## config.mk

```make
export PLATFORM = sky130hd
export DESIGN_NAME = cmp_seq_flat
export DESIGN_NICKNAME = d
export VERILOG_FILES = /design/src/rtl/cmp_seq_if.sv /design/src/rtl/cmp_seq.sv /design/src/flat_wrapper.sv
export SDC_FILE = /design/constraint.sdc
export NUM_CORES = 1
export LEC_CHECK = 0
export ABC_AREA = 1
export CORE_AREA = 2 2 94 96
export DETAILED_ROUTE_END_ITERATION = 7
export DIE_AREA = 0 0 96 98
export GPL_TIMING_DRIVEN = 1
export PLACE_DENSITY = 0.68
export SLEW_MARGIN = 25
export SYNTH_ARGS = -nofsm -noshare
export SYNTH_HDL_FRONTEND = slang
export SYNTH_SLANG_ARGS = --single-unit
```

## constraint.sdc

```tcl
create_clock -name clk -period 2.1 [get_ports clk]
set_input_delay 0.63 -clock clk [delete_from_list [all_inputs] [get_ports clk]]
set_output_delay 0.63 -clock clk [all_outputs]
set_load 0.02 [all_outputs]
```

## src/rtl/cmp_seq_if.sv

```systemverilog
// cmp_seq_if: start/busy/done handshake and result bus
// for the multi-cycle magnitude comparator.
interface cmp_seq_if #(
  parameter int WIDTH = 32
);
  logic             start;
  logic [WIDTH-1:0] a;
  logic [WIDTH-1:0] b;
  logic             ci;
  logic             signed_mode;
  logic             busy;
  logic             done;
  logic             gt;
  logic             lt;
  logic             eq;

  modport master (
    output start,
    output a,
    output b,
    output ci,
    output signed_mode,
    input  busy,
    input  done,
    input  gt,
    input  lt,
    input  eq
  );

  modport slave (
    input  start,
    input  a,
    input  b,
    input  ci,
    input  signed_mode,
    output busy,
    output done,
    output gt,
    output lt,
    output eq
  );
endinterface

```

## src/rtl/cmp_seq.sv

```systemverilog
// cmp_seq: digit-serial magnitude comparator, MSB digit first,
// early exit on the first differing digit, unsigned or signed.
module cmp_seq #(
  parameter int WIDTH = 32,
  parameter int DIGIT = 4
) (
  input  logic     clk,
  input  logic     rst,
  cmp_seq_if.slave bus
);

  localparam int NDIG = WIDTH / DIGIT;
  localparam int IW   = (NDIG > 1) ? $clog2(NDIG) : 1;
  localparam logic [IW-1:0] MSB_IDX = IW'(NDIG - 1);

  typedef enum logic [1:0] {
    IDLE,
    RUN,
    DONE
  } state_t;

  typedef logic [NDIG-1:0][DIGIT-1:0] dig_vec_t;

  state_t        state_q, state_d;
  logic [IW-1:0] idx_q, idx_d;
  dig_vec_t      a_q, a_d;
  dig_vec_t      b_q, b_d;
  logic          ci_q, ci_d;
  logic          sm_q, sm_d;
  logic          gt_q, gt_d;
  logic          lt_q, lt_d;
  logic          eq_q, eq_d;

  logic [DIGIT-1:0] da;
  logic [DIGIT-1:0] db;
  logic             flip;
  logic             dgt;
  logic             dlt;

  // Current digit pair; in signed mode the MSB digit has its
  // sign bit flipped so an unsigned compare orders it correctly.
  always_comb begin
    flip = sm_q && (idx_q == MSB_IDX);
    da   = a_q[idx_q];
    db   = b_q[idx_q];
    da[DIGIT-1] = da[DIGIT-1] ^ flip;
    db[DIGIT-1] = db[DIGIT-1] ^ flip;
    dgt  = (da > db);
    dlt  = (da < db);
  end

  // Next-state and result update for the IDLE/RUN/DONE sequencer.
  always_comb begin
    state_d = state_q;
    idx_d   = idx_q;
    a_d     = a_q;
    b_d     = b_q;
    ci_d    = ci_q;
    sm_d    = sm_q;
    gt_d    = gt_q;
    lt_d    = lt_q;
    eq_d    = eq_q;
    unique case (state_q)
      IDLE: begin
        if (bus.start) begin
          a_d     = dig_vec_t'(bus.a);
          b_d     = dig_vec_t'(bus.b);
          ci_d    = bus.ci;
          sm_d    = bus.signed_mode;
          idx_d   = MSB_IDX;
          state_d = RUN;
        end
      end
      RUN: begin
        if (dgt || dlt) begin
          gt_d    = dgt;
          lt_d    = dlt;
          eq_d    = 1'b0;
          state_d = DONE;
        end else if (idx_q == '0) begin
          gt_d    = 1'b0;
          lt_d    = 1'b0;
          eq_d    = ci_q;
          state_d = DONE;
        end else begin
          idx_d   = idx_q - IW'(1);
        end
      end
      DONE: begin
        state_d = IDLE;
      end
      default: begin
        state_d = IDLE;
      end
    endcase
  end

  // State and datapath registers; reset abandons any compare.
  always_ff @(posedge clk) begin
    if (rst) begin
      state_q <= IDLE;
      idx_q   <= '0;
      a_q     <= '0;
      b_q     <= '0;
      ci_q    <= 1'b0;
      sm_q    <= 1'b0;
      gt_q    <= 1'b0;
      lt_q    <= 1'b0;
      eq_q    <= 1'b0;
    end else begin
      state_q <= state_d;
      idx_q   <= idx_d;
      a_q     <= a_d;
      b_q     <= b_d;
      ci_q    <= ci_d;
      sm_q    <= sm_d;
      gt_q    <= gt_d;
      lt_q    <= lt_d;
      eq_q    <= eq_d;
    end
  end

  assign bus.busy = (state_q == RUN);
  assign bus.done = (state_q == DONE);
  assign bus.gt   = gt_q;
  assign bus.lt   = lt_q;
  assign bus.eq   = eq_q;

  // The three result flags are mutually exclusive.
  a_onehot_flags: assert property (
    @(posedge clk) $onehot0({gt_q, lt_q, eq_q})
  );

endmodule

```

## src/flat_wrapper.sv

```systemverilog
// flat-port wrapper written by rule: the top's interface ports become plain ports
module cmp_seq_flat 
#(
  parameter int WIDTH = 32,
  parameter int DIGIT = 4
)
  (clk, rst, bus_start, bus_a, bus_b, bus_ci, bus_signed_mode, bus_busy, bus_done, bus_gt, bus_lt, bus_eq);
  cmp_seq_if #(.WIDTH(WIDTH)) bus_i ();
  input  logic clk;
  input  logic rst;
  input wire logic [$bits(bus_i.start)-1:0] bus_start;
  input wire logic [$bits(bus_i.a)-1:0] bus_a;
  input wire logic [$bits(bus_i.b)-1:0] bus_b;
  input wire logic [$bits(bus_i.ci)-1:0] bus_ci;
  input wire logic [$bits(bus_i.signed_mode)-1:0] bus_signed_mode;
  output wire logic [$bits(bus_i.busy)-1:0] bus_busy;
  output wire logic [$bits(bus_i.done)-1:0] bus_done;
  output wire logic [$bits(bus_i.gt)-1:0] bus_gt;
  output wire logic [$bits(bus_i.lt)-1:0] bus_lt;
  output wire logic [$bits(bus_i.eq)-1:0] bus_eq;
  assign bus_i.start = bus_start;
  assign bus_i.a = bus_a;
  assign bus_i.b = bus_b;
  assign bus_i.ci = bus_ci;
  assign bus_i.signed_mode = bus_signed_mode;
  assign bus_busy = bus_i.busy;
  assign bus_done = bus_i.done;
  assign bus_gt = bus_i.gt;
  assign bus_lt = bus_i.lt;
  assign bus_eq = bus_i.eq;
  cmp_seq #(.WIDTH(WIDTH), .DIGIT(DIGIT)) u_core (.clk(clk), .rst(rst), .bus(bus_i));
endmodule
```

==> results of run 1 <==
==> routing by layer <==
| layer | GRT usage (%) | part of all wire, % |
|---|---|---|
| met5 | 0 | 0 |
| met4 | 8.242 | 2.5 |
| met3 | 3.472 | 6.3 |
| met2 | 29.91 | 47 |
| met1 | 25.27 | 44 |
==> cell families after synthesis <==
logic type               synth area share, %
AO/OA/AOI/OAI                          19.61
flip-flops                             44.81
buffers and inverters                  6.775
adder cells (fa/ha/maj)                2.649
AND/OR/NAND/NOR                        26.15
==> layout make-up <==
cell class / instances / area share (%)
Multi-Input combinational cell: 348 / 37.12
Sequential cell: 74 / 31.80
Timing Repair Buffer: 99 / 22.42
Clock buffer: 11 / 3.020
Tap cell: 108 / 2.886
Clock inverter: 4 / 1.630
Inverter: 12 / 1.122
==> flip-flops by register name, indices dropped and copies added (netlist names) <==
name            count
u_core.bus.eq       1
u_core.bus.lt       1
u_core.a_q         32
u_core.idx_q        3
u_core.ci_q         1
u_core.b_q         32
u_core.bus.gt       1
u_core.sm_q         1
u_core.state_q      2
==> per-stage QoR <==
| step | power, mW | utilization (%) | setup slack [ns] | area (µm²) |
|---|---|---|---|---|
| after floorplan | 2.142 | - | 0.07954 | 3306 |
| after global placement | 2.473 | 49.76 | -0.01876 | 4213 |
| after detailed placement | 2.489 | 49.76 | -0.09459 | 4213 |
| after CTS | 3.715 | 52.75 | -0.01501 | 4466 |
| after global routing | 4.041 | 55.31 | -0.1670 | 4682 |
| final | 3.840 | 55.31 | -0.01732 | 4682 |
==> critical path: cells and delay by family (launching register included) <==
family,cells,cell delay [ns]
compound gates,3,0.51
simple gates,7,0.58
flops,1,0.39
buf+inv,2,0.23
fa+ha+maj,1,0.29
==> how the worst min path moves through the flow <==
stage	end	slack, ns	depth (start not counted)
after floorplan	u_core.a_q[8]$_SDFFE_PP0P_	0.45	2
after global placement	u_core.bus.gt$_SDFFE_PP0P_	0.46	2
after detailed placement	u_core.bus.gt$_SDFFE_PP0P_	0.46	2
after CTS	u_core.bus.gt$_SDFFE_PP0P_	0.47	2
after global routing	u_core.bus.gt$_SDFFE_PP0P_	0.50	2
final	u_core.bus.gt$_SDFFE_PP0P_	0.46	2
==> report_power, final <==
part / leakage (nW) / internal, mW / switching, mW
logic: 1.18 / 0.474 / 0.529
clock network: 0.106 / 0.697 / 0.516
registers: 0.614 / 1.53 / 0.0892
==> timing repair <==
action	CTS	global route
setup endpoints to repair	10	8
pin swaps	0	7
gates cloned	0	4
setup buffers	0	1
resized for setup	13	50
==> synthesized netlist by cell type, drive strengths merged <==
master and count:
nor2 171, o21ai 101, dfxtp 74, nand2 32, buf 18, nand3 14
clkbuf 13, inv 11, o22ai 10, ha 7, a21oi 6, o221ai 4
o211ai 2, clkinv 1, nand4 1
==> out/metrics.cfg, run 1 <==
[run_status]
status=finished, violations left
violations=setup timing

[detailed_routing]
wl_um=8884
vias=3310
wl_per_cell_um=13.54
ant_nets=0
drtPass1Iterations=5
route.detailed.drc=0
first_iter_violations=182
viasPerCell=5.046

[clocking]
cts_buffers=9
clock_sinks=74
cts.clk_slew.worst_paths_ns=0.07
hold_buffers=0
clk_latency_ns=0.35
clk_path_buf_depth=2
cts_tree=done
cts_htree_levels=3
cts_root_buffer=clkbuf_8

[layout]
nets=620
diodes=0
seqCellArea_um2=1489
mostFrequentLayoutCells=165 x nor2_1, 84 x o21ai_0, 72 x dfxtp_1
final_common_cell=nor2_1
drive_gt1_share_pct=13.69
area_growth_pct=41.64
multiInputGateArea_um2=1738
fill_cells=773
fin_cells=656

[critical_path]
reg2regPathDepth=13
crit_required_ns=2.35
arrival_ns=2.36
reg2reg_setup_slack_ns=-0.02
regToRegStartpoint=u_core.idx_q[0]$_SDFFE_PP0P_
critPathLaunchType=flop
startpoint=u_core.idx_q[0]$_SDFFE_PP0P_
max_stage_delay_ns=0.39
crit_chain=inv_8 -> buf_6 -> nor2_4 -> o22ai_2 -> nand3_1 -> o211ai_1 -> ha_1 -> a21oi_2 -> nand2_4 -> nand4_4 -> nand2_2 -> nor2_2 -> nor2_1
crit_end=u_core.idx_q[0]$_SDFFE_PP0P_
worst-setup-path-type=flop to flop
slowest_stage=dfxtp_4
critPathCaptureType=flop
crit_fanout=7
timing.rr.end=u_core.idx_q[0]$_SDFFE_PP0P_

[synth]
synthTopCellsByArea=dfxtp_1 45%, nor2_1 19%, o21ai_0 15%
synth_cell_types=23
synth_fp_nets=541
synth_seq_area_share_pct=44.81
syn_inst=465
ys_ff_latch=74
syn_avg_cell_area_um2=7.109
syn_area_um2=3306
yosys.area.top_type=dfxtp_1
synth_top_area_share_pct=44.81
yosys_warnings=0

[timing]
max_slew.worst_pin.slew_ns=0.3399
skew_ns=0.01328
setup_slack_ns=-0.01732
max_freq_ghz=0.4723
relSlewSlack_pct=77.32
hold_viol=0
drv_slew=0
setup_violations=2
tns_ns=-0.03097
min_period_over_period_pct=100.8
min_period_ns=2.117
hold_ws_ns=0.4645
rsz0062_at_grt=true

[global_routing]
grt_use_total_pct=19.01
antenna_found_initial=0
grt-ovfl-total=0
grt_pass1_wl_um=13880
grt_start_max_net_pins=48
grt_pass1_vias=3016

[placed_design]
dp.cells=636
hpwl_um=5961
io_buffers=73
gp_congestion=0.8340

[power]
cellPowerDensity_nw_per_um2=820.1
power.leakage_nw=1.899
ir_drop_uv=359.3

[min_path]
hold_path_class=flop to flop
hold_path.startpoint=u_core.bus.gt$_SDFFE_PP0P_

[floorplanning]
die-area_um2=9408
boundaryPins=74
rows=34
core_area_um2=8466
die_h_um=98
die_w_um=96
start_util_pct=39.05

[job]
drv_cap=0

No activity file was read; power rests on OpenSTA's default activity.
==> run 2: changes to the inputs <==
Settings changed: CORE_AREA 2 2 94 96 to 2 2 89 91, DIE_AREA 0 0 96 98 to 0 0 91 93, PLACE_DENSITY 0.68 to 0.74.
==> run 2 against run 1 <==
Sequential power about the same. Power increased by 7.8%. Sequential share of layout area decreased by 0.72 points. Register-to-register slack about the same. The flow still finishes with violations (setup timing). Combinational power increased by 4%. Final area increased by 2.1%. Critical path depth decreased by 1.
==> out/metrics.cfg, run 2 (synthesized netlist as in run 1, its figures left out) <==
[run_status]
status=finished, violations left
violations=setup timing

[global_routing]
grt-ovfl-total=0
antenna_found_initial=0
grt_start_max_net_pins=45
grt_use_total_pct=20.25
grt_pass1_vias=3136
grt_pass1_wl_um=13910

[timing]
drv_slew=0
min_period_ns=2.105
skew_ns=0.005319
setup_slack_ns=-0.005034
min_period_over_period_pct=100.2
max_slew.worst_pin.slew_ns=0.3496
relSlewSlack_pct=76.69
max_freq_ghz=0.4751
hold_viol=0
rsz0062_at_grt=true
setup_violations=2

[layout]
area_growth_pct=44.66
top_regs=u_core.a_q x32, u_core.b_q x32, u_core.idx_q x3
diodes=0
fill_cells=648
final_util_pct=63.53
nets=623
final_common_cell=nor2_1
drive_gt1_share_pct=15.40
mostFrequentLayoutCells=164 x nor2_1, 79 x o21ai_0, 72 x dfxtp_1
fin_cells=654

[critical_path]
arrival_ns=2.34
worstPathBufferInverterCount=2
worst-setup-path-type=flop to flop
regToRegStartpoint=u_core.idx_q[0]$_SDFFE_PP0P_
path_depth=12
reg2regPathDepth=12
critPathLaunchType=flop
crit_required_ns=2.34
crit_family=compound AO/OA/AOI/OAI gates
crit_chain=inv_8 -> buf_6 -> nor2_4 -> o221ai_2 -> o211ai_1 -> ha_1 -> a21oi_2 -> nand2_4 -> nand4_4 -> nand2_2 -> nor2_1 -> nor2_1
slowest_stage=dfxtp_4
crit_fanout=8
critPathCaptureType=flop
startpoint=u_core.idx_q[0]$_SDFFE_PP0P_
max_stage_delay_ns=0.39
cpMostUsedCell=nor2_1

[power]
power.leakage_nw=1.935
ir_drop_uv=501.9
cellPowerDensity_nw_per_um2=865.8
p_total_mw=4.140

[floorplanning]
rows=32
boundaryPins=74
die_w_um=91
core_area_um2=7527
die-area_um2=8463
die_h_um=93
start_util_pct=43.92

[placed_design]
hpwl_um=6139
io_buffers=73
gp_congestion=0.8573
dp.cells=628

[job]
drv_cap=0

[min_path]
holdPathStages=2
hold_path_class=flop to flop
hold_path.startpoint=u_core.bus.gt$_SDFFE_PP0P_

[detailed_routing]
wl_um=8997
route.detailed.drc=0
drtPass1Iterations=5
viasPerCell=5.217
vias=3412
first_iter_violations=181
wl_per_cell_um=13.76
ant_nets=0

[clocking]
clk_latency_ns=0.35
hold_buffers=0
cts.clk_slew.worst_paths_ns=0.07
cts_htree_levels=3
cts_root_buffer=clkbuf_8
clock_sinks=74
cts_tree=done
clk_path_buf_depth=2
cts_buffers=9

run 2: cell count changes in the layout (fill, tap and decap cells not counted), sizes merged:
cell | previous run | this run
clkinv | 1 | 0
bufinv | 2 | 4
inv | 12 | 13
buf | 23 | 27
clkbuf | 14 | 12
run 2: routing by layer:
metal	GRT usage, %	share of wire [%]	up-vias
met2	34.81	48	118
met3	4.835	5.7	19
met5	0	0	-
met4	8.586	2.6	0
met1	24.28	44	1575
li1	-	-	1700
run 2: power by group:
| part | leakage, nW | internal [mW] | switching, mW | total, mW |
|---|---|---|---|---|
| Sequential | 0.614 | 1.53 | 0.0919 | 1.63 |
| Combinational | 1.19 | 0.497 | 0.547 | 1.04 |
| Clock | 0.133 | 0.946 | 0.525 | 1.47 |
run 2: area by class of cell:
cell class,instances,area (µm²),share of cell area (%)
Tap cell,102,127.6,2.669
Clock inverter,6,136.4,2.852
Timing Repair Buffer,102,1071,22.40
Clock buffer,10,137.6,2.878
Sequential cell,74,1486,31.08
Multi-Input combinational cell,348,1768,36.97
Inverter,12,55.05,1.151
run 2: worst register-to-register path: stages (launching register included):
cell and delay, ns:
dfxtp_4 0.39, inv_8 0.10, buf_6 0.14, nor2_4 0.04
o221ai_2 0.17, o211ai_1 0.12, ha_1 0.35, a21oi_2 0.23
nand2_4 0.10, nand4_4 0.13, nand2_2 0.08, nor2_1 0.10
nor2_1 0.05
run 2: worst paths after layout:
| kind | end | slack (ns) |
|---|---|---|
| max | u_core.idx_q[1]$_SDFFE_PP0P_ | -0.005 |
| min reg2reg | u_core.bus.gt$_SDFFE_PP0P_ | 0.48 |
| min | u_core.bus.gt$_SDFFE_PP0P_ | 0.48 |
| max reg2reg | u_core.idx_q[1]$_SDFFE_PP0P_ | -0.005 |
run 2: through the flow:
step	cell area (µm²)	hold WS (ns)	setup slack, ns	setup TNS (ns)
finish	4782	0.4850	-0.005034	-0.008004
global route	4782	0.5030	-0.1309	-0.5949
CTS	4501	0.4707	-0.009546	-0.009546
detailed placement	4190	0.4624	-0.1129	-0.5551
global placement	4190	0.4616	0.005621	0
floorplan	3306	0.4488	0.07954	0
run 2: what timing repair did:
action | in CTS | in global routing
pin swaps | 1 | 12
gates resized for setup | 15 | 57
buffers inserted | 0 | 7
setup endpoints to repair | 10 | 8
cloned | 0 | 3
